==> config.mk <==
export PLATFORM = sky130hd
export DESIGN_NAME = uart_rx_param
export DESIGN_NICKNAME = d
export VERILOG_FILES = /design/src/rtl/uart_rx_param.sv
export SDC_FILE = /design/constraint.sdc
export NUM_CORES = 1
export LEC_CHECK = 0
export CORE_MARGIN = 2
export CORE_UTILIZATION = 25
export DETAILED_ROUTE_END_ITERATION = 7
export DONT_BUFFER_PORTS = 1
export GPL_ROUTABILITY_DRIVEN = 0
export PLACE_DENSITY_LB_ADDON = 0.3
export SLEW_MARGIN = 20
export SYNTH_ARGS = -nofsm -noshare
export SYNTH_HDL_FRONTEND = slang
export SYNTH_SLANG_ARGS = --single-unit
==> constraint.sdc <==
create_clock -name clk -period 2.46 [get_ports clk]
set_input_delay 0.246 -clock clk [delete_from_list [all_inputs] [get_ports clk]]
set_output_delay 0.246 -clock clk [all_outputs]
set_load 0.01 [all_outputs]
==> src/rtl/uart_rx_param.sv <==
// Parameterised UART receiver: two-flop synchronised RX, mid-bit sampling,
// optional parity, one or two stop bits, break handling and a host handshake.
module uart_rx_param #(
    parameter int DATA_BITS    = 8,
    parameter int CLKS_PER_BIT = 2604,
    parameter int PARITY       = 0,
    parameter int STOP_BITS    = 1
) (
    input  logic                 clk,
    input  logic                 rst,
    input  logic                 RX,
    input  logic                 clr_rdy,
    output logic                 rdy,
    output logic [DATA_BITS-1:0] rx_data,
    output logic                 parity_err,
    output logic                 frame_err,
    output logic                 overrun
);
    localparam int CNT_W = $clog2(CLKS_PER_BIT);
    localparam int BIT_W = $clog2(DATA_BITS + 1);

    localparam logic [CNT_W-1:0] HALF_LOAD = CNT_W'(CLKS_PER_BIT / 2 - 1);
    localparam logic [CNT_W-1:0] FULL_LOAD = CNT_W'(CLKS_PER_BIT - 1);
    localparam logic [BIT_W-1:0] LAST_DATA = BIT_W'(DATA_BITS - 1);
    localparam logic [BIT_W-1:0] LAST_STOP = BIT_W'(STOP_BITS - 1);

    localparam logic [2:0] IDLE  = 3'd0;
    localparam logic [2:0] START = 3'd1;
    localparam logic [2:0] DATA  = 3'd2;
    localparam logic [2:0] PAR   = 3'd3;
    localparam logic [2:0] STOP  = 3'd4;
    localparam logic [2:0] BREAK = 3'd5;

    logic                 sync_q, sync_d;
    logic                 rxs_q, rxs_d;
    logic [2:0]           state_q, state_d;
    logic [CNT_W-1:0]     baud_q, baud_d;
    logic [BIT_W-1:0]     bit_q, bit_d;
    logic [DATA_BITS-1:0] shift_q, shift_d;
    logic                 par_bad_q, par_bad_d;
    logic                 stop_bad_q, stop_bad_d;
    logic                 rdy_q, rdy_d;
    logic [DATA_BITS-1:0] data_q, data_d;
    logic                 perr_q, perr_d;
    logic                 ferr_q, ferr_d;
    logic                 ovr_q, ovr_d;

    logic sample;
    logic complete;
    logic stop_now;

    assign sample = (baud_q == '0);

    always_comb begin
        sync_d     = RX;
        rxs_d      = sync_q;
        state_d    = state_q;
        baud_d     = baud_q;
        bit_d      = bit_q;
        shift_d    = shift_q;
        par_bad_d  = par_bad_q;
        stop_bad_d = stop_bad_q;
        rdy_d      = rdy_q;
        data_d     = data_q;
        perr_d     = perr_q;
        ferr_d     = ferr_q;
        ovr_d      = ovr_q;
        complete   = 1'b0;
        // Sticky over all stop bits, including the one being sampled now.
        stop_now   = stop_bad_q | ~rxs_q;

        if (state_q != IDLE && state_q != BREAK) begin
            baud_d = sample ? FULL_LOAD : baud_q - CNT_W'(1);
        end

        case (state_q)
            IDLE: begin
                if (!rxs_q) begin
                    state_d = START;
                    baud_d  = HALF_LOAD;
                end
            end
            START: begin
                if (sample) begin
                    bit_d      = '0;
                    par_bad_d  = 1'b0;
                    stop_bad_d = 1'b0;
                    state_d    = rxs_q ? IDLE : DATA;
                end
            end
            DATA: begin
                if (sample) begin
                    shift_d = {rxs_q, shift_q[DATA_BITS-1:1]};
                    if (bit_q == LAST_DATA) begin
                        bit_d   = '0;
                        state_d = (PARITY != 0) ? PAR : STOP;
                    end else begin
                        bit_d = bit_q + BIT_W'(1);
                    end
                end
            end
            PAR: begin
                if (sample) begin
                    par_bad_d = (PARITY == 1) ? ~(^shift_q ^ rxs_q) : (^shift_q ^ rxs_q);
                    state_d   = STOP;
                end
            end
            STOP: begin
                if (sample) begin
                    if (bit_q == LAST_STOP) begin
                        complete = 1'b1;
                        bit_d    = '0;
                        state_d  = (stop_now && !rxs_q) ? BREAK : IDLE;
                    end else begin
                        bit_d      = bit_q + BIT_W'(1);
                        stop_bad_d = stop_now;
                    end
                end
            end
            BREAK: begin
                if (rxs_q) begin
                    state_d = IDLE;
                end
            end
            default: state_d = IDLE;
        endcase

        // A completing frame outranks a simultaneous acknowledge.
        if (complete) begin
            rdy_d  = 1'b1;
            data_d = shift_q;
            perr_d = (PARITY != 0) && par_bad_q;
            ferr_d = stop_now;
            ovr_d  = rdy_q && !clr_rdy;
        end else if (clr_rdy) begin
            rdy_d  = 1'b0;
            perr_d = 1'b0;
            ferr_d = 1'b0;
            ovr_d  = 1'b0;
        end
    end

    always_ff @(posedge clk) begin
        if (rst) begin
            sync_q     <= 1'b1;
            rxs_q      <= 1'b1;
            state_q    <= IDLE;
            baud_q     <= '0;
            bit_q      <= '0;
            shift_q    <= '0;
            par_bad_q  <= 1'b0;
            stop_bad_q <= 1'b0;
            rdy_q      <= 1'b0;
            data_q     <= '0;
            perr_q     <= 1'b0;
            ferr_q     <= 1'b0;
            ovr_q      <= 1'b0;
        end else begin
            sync_q     <= sync_d;
            rxs_q      <= rxs_d;
            state_q    <= state_d;
            baud_q     <= baud_d;
            bit_q      <= bit_d;
            shift_q    <= shift_d;
            par_bad_q  <= par_bad_d;
            stop_bad_q <= stop_bad_d;
            rdy_q      <= rdy_d;
            data_q     <= data_d;
            perr_q     <= perr_d;
            ferr_q     <= ferr_d;
            ovr_q      <= ovr_d;
        end
    end

    assign rdy        = rdy_q;
    assign rx_data    = data_q;
    assign parity_err = perr_q;
    assign frame_err  = ferr_q;
    assign overrun    = ovr_q;

endmodule
==> reports/metrics.yaml <==
outcome:
  status: "completed"
die:
  dieHeight_um: 94.2
  design.portCount: 16
  die-area_mm2: 0.00888
  die_x_um: 94.2
  start_util_pct: 26.1
  core_area_mm2: 0.00781
  num_rows: 32
critical_path:
  r2r_slack_ps: 130
  path_delay_family: "simple AND/OR/NAND/NOR gates"
  critical_path_required_ps: 2640
  path_cells: "inv_1 > ha_1 > or3b_2 > or4_4 > nor4_4 > buf_12 > mux2i_1 > nor2_1"
  r2r_end: "rx_data[1]"
  critPathBufInv: 2
  crit_path_max_incr_delay_ps: 500
  worstSetupStartpointType: "flop"
  slowest_stage: "or4_4"
  cp-end-kind: "flop"
  crit_path_end: "rx_data[1]"
  worstSetupPathType: "reg2reg"
  path_depth: 8
  reg2reg_depth: 8
  startpoint: "baud_q[0]"
  arrival_ps: 2510
  r2r-start: "baud_q[0]"
  critical_path.max_fanout: 12
logic_synthesis:
  synth.avg_cell_area_um2: 8.85
  synth_edf_count: 0
  ys_types: 46
  synth-xor-area-share_pct: 5.17
  synth_fa_ha_area_share_pct: 2.46
  synthArstFlopShare_pct: 0
  synth_simple_gate_area_share_pct: 25.7
  seq_area_frac_synth_pct: 40.3
  synth_compound_area_share_pct: 14.1
  syn-cell-area_mm2: 0.00203
  synth_top_family_by_area: "simple AND/OR/NAND/NOR gates"
  netlist_instances: 230
  synthMuxAreaShare_pct: 4.43
  yosysWarningCount: 0
  syn_nets: 238
  synth-seq-cells: 41
  synth_flop_cell: "dfxtp_1"
sta:
  rsz0062_at_grt: "true"
  drv_slew: 0
  maxSlewHeadroom_pct: 61.0
  finalCriticalPeriod_ps: 2330
  setup-violations-final: 0
  tightest_slew_ps: 584
  fmax_mhz: 429
  hold_viol: 0
  clock_skew_ps: 9.54
  finalCritPeriodShare_pct: 94.8
placement:
  io_buffer_count: 0
  dp.cells: 325
  hpwlAfterDp_um: 2870
  place_area_mm2: 0.00211
detailed_routing:
  viasPerCell: 4.84
  wl_per_cell_um: 12.9
  route.vias.total: 1626
  drtIter0Drc: 77
  ant_nets: 0
  firstDrtPassIters: 4
  drc_errors: 0
  drt_wl_total_um: 4350
clocking:
  clk_latency_ps: 300
  cts.repair.resized: 0
  cts_tree: "done"
  numCtsBuffers: 5
  path_clk_slew_ps: 90
  h-tree-depth: 2
  cts-root-buf: "clkbuf_8"
  clockBufferDepth: 2
  clkSinkCount: 41
power:
  ir_worst_vdd_v: 0.000277
  p_per_area_mw_per_mm2: 975
  p_total_mw: 2.22
  p_leak_nw: 0.752
grt:
  grt_usage_pct: 10.5
  grt_start_max_net_pins: 30
  grt_pass1_vias: 1561
  antenna_found_initial: 0
  grt_overflow_total: 0
  grt_pass1_wl_um: 7370
cells_and_area:
  fill_cells: 832
  drive_above_1_share_pct: 12.4
  diodes: 0
  design_area_mm2: 0.00228
  layout.nets: 241
  final_util_pct: 29.2
  syn_to_final_growth_pct: 12.1
  fin_cells: 336
  seq_area_um2: 821
  multi_input_area_mm2: 0.00106
job:
  cap_violations: 0
hold_path:
  hp-class: "in2reg"
==> metrics by stage <==
stage	setup WS [ps]	setup TNS, ps	hold slack (ps)
detailed placement	72.5	0	325
floorplan	97.2	0	325
finish	129	0	16.0
global placement	155	0	322
global route	-11.4	-18.4	2.25
CTS	35.4	0	0.436
==> power breakdown <==
group / switching [mW] / internal, mW / leakage (nW)
sequential: 0.0884 / 0.737 / 0.332
clock: 0.250 / 0.409 / 0.0687
combinational: 0.423 / 0.316 / 0.351
==> timing repair <==
item	in CTS	in global routing
buffers inserted	0	0
hold buffers	2	1
hold endpoints to repair	9	5
endpoints found under the setup margin	0	10
==> routing by layer <==
layer,vias up,global-route usage [%],share of wire [%]
met5,-,0,0
met4,0,4.35,1.7
met3,6,2.97,3.1
met2,24,17.1,47
met1,772,13.0,48
li1,824,-,-
==> how the worst min path moves through the flow <==
stage | start | to | slack [ps] | cells past startpoint
CTS | rst | rx_data[0] | 0.4 | 1
detailed placement | rst | shift_q[1] | 320 | 1
floorplan | clr_rdy | overrun | 330 | 1
global placement | rst | baud_q[2] | 320 | 1
global route | rst | rx_data[3] | 2 | 1
finish | rst | rx_data[5] | 20 | 1
==> kinds of logic after synthesis <==
| group | count (synthesis) |
|---|---|
| compound gates | 48 |
| xor+xnor | 12 |
| fa+ha+maj | 4 |
| buf+inv | 24 |
| flops | 41 |
| mux | 9 |
| other cells | 1 |
| simple gates | 91 |
==> synthesized netlist by cell type, types with 2 or more instances <==
cell type   n  share of area (%)
a221oi_1    2               0.86
nor4_4      2                2.1
mux2i_1     9                4.4
xnor2_1     8                3.4
buf_6       3                1.7
buf_4       2               0.74
ha_1        4                2.5
nor3b_1     3                1.1
nor4_1      2               0.61
o31ai_1     3                1.1
clkbuf_8    3                2.0
o211ai_1    2               0.74
xor2_1      4                1.7
o21ai_0     8                2.0
inv_1       9                1.7
nand2b_1    2               0.61
nand2_1    14                2.6
nand3_1    10                2.5
nor3_1     11                2.7
or3_1       3               0.92
or4_1       3                1.1
or2_2       3               0.92
a21oi_1    23                5.7
clkbuf_1    6                1.1
dfxtp_1    41                 40
or4_4       2                1.1
or3b_2      3                1.3
nor2_1     24                4.4
a31oi_1     4                1.2
==> flip-flops by register name, summed over array words and instances, names as in the netlist <==
name / flops
bit_q: 4
rxs_q: 1
frame_err: 1
stop_bad_q: 1
state_q: 3
baud_q: 12
rdy: 1
rx_data: 8
shift_q: 8
rxs_d: 1
overrun: 1
==> final cells by class <==
| class | count | area share (%) |
|---|---|---|
| Clock buffer | 5 | 3.02 |
| Clock inverter | 3 | 3.02 |
| Inverter | 9 | 1.48 |
| Multi-Input combinational cell | 165 | 46.4 |
| Sequential cell | 41 | 36.0 |
| Tap cell | 102 | 5.60 |
| Timing Repair Buffer | 11 | 4.50 |
==> layout by cell type, fill, tap and decap left out, types with 2 or more instances in the layout <==
cell / count
a21oi_1: 23
a221oi_1: 2
a31oi_1: 4
buf_4: 7
bufinv_16: 2
clkbuf_8: 5
dfxtp_1: 41
dlygate4sd3_1: 3
ha_1: 4
inv_1: 9
mux2i_1: 9
nand2_1: 14
nand2b_1: 2
nand3_1: 10
nor2_1: 24
nor3_1: 11
nor3b_1: 3
nor4_1: 2
nor4_4: 2
o211ai_1: 2
o21ai_0: 8
o31ai_1: 3
or2_2: 3
or3_1: 3
or3b_2: 3
or4_1: 3
or4_4: 2
xnor2_1: 8
xor2_1: 4
No activity file was read; power rests on OpenSTA's default activity.
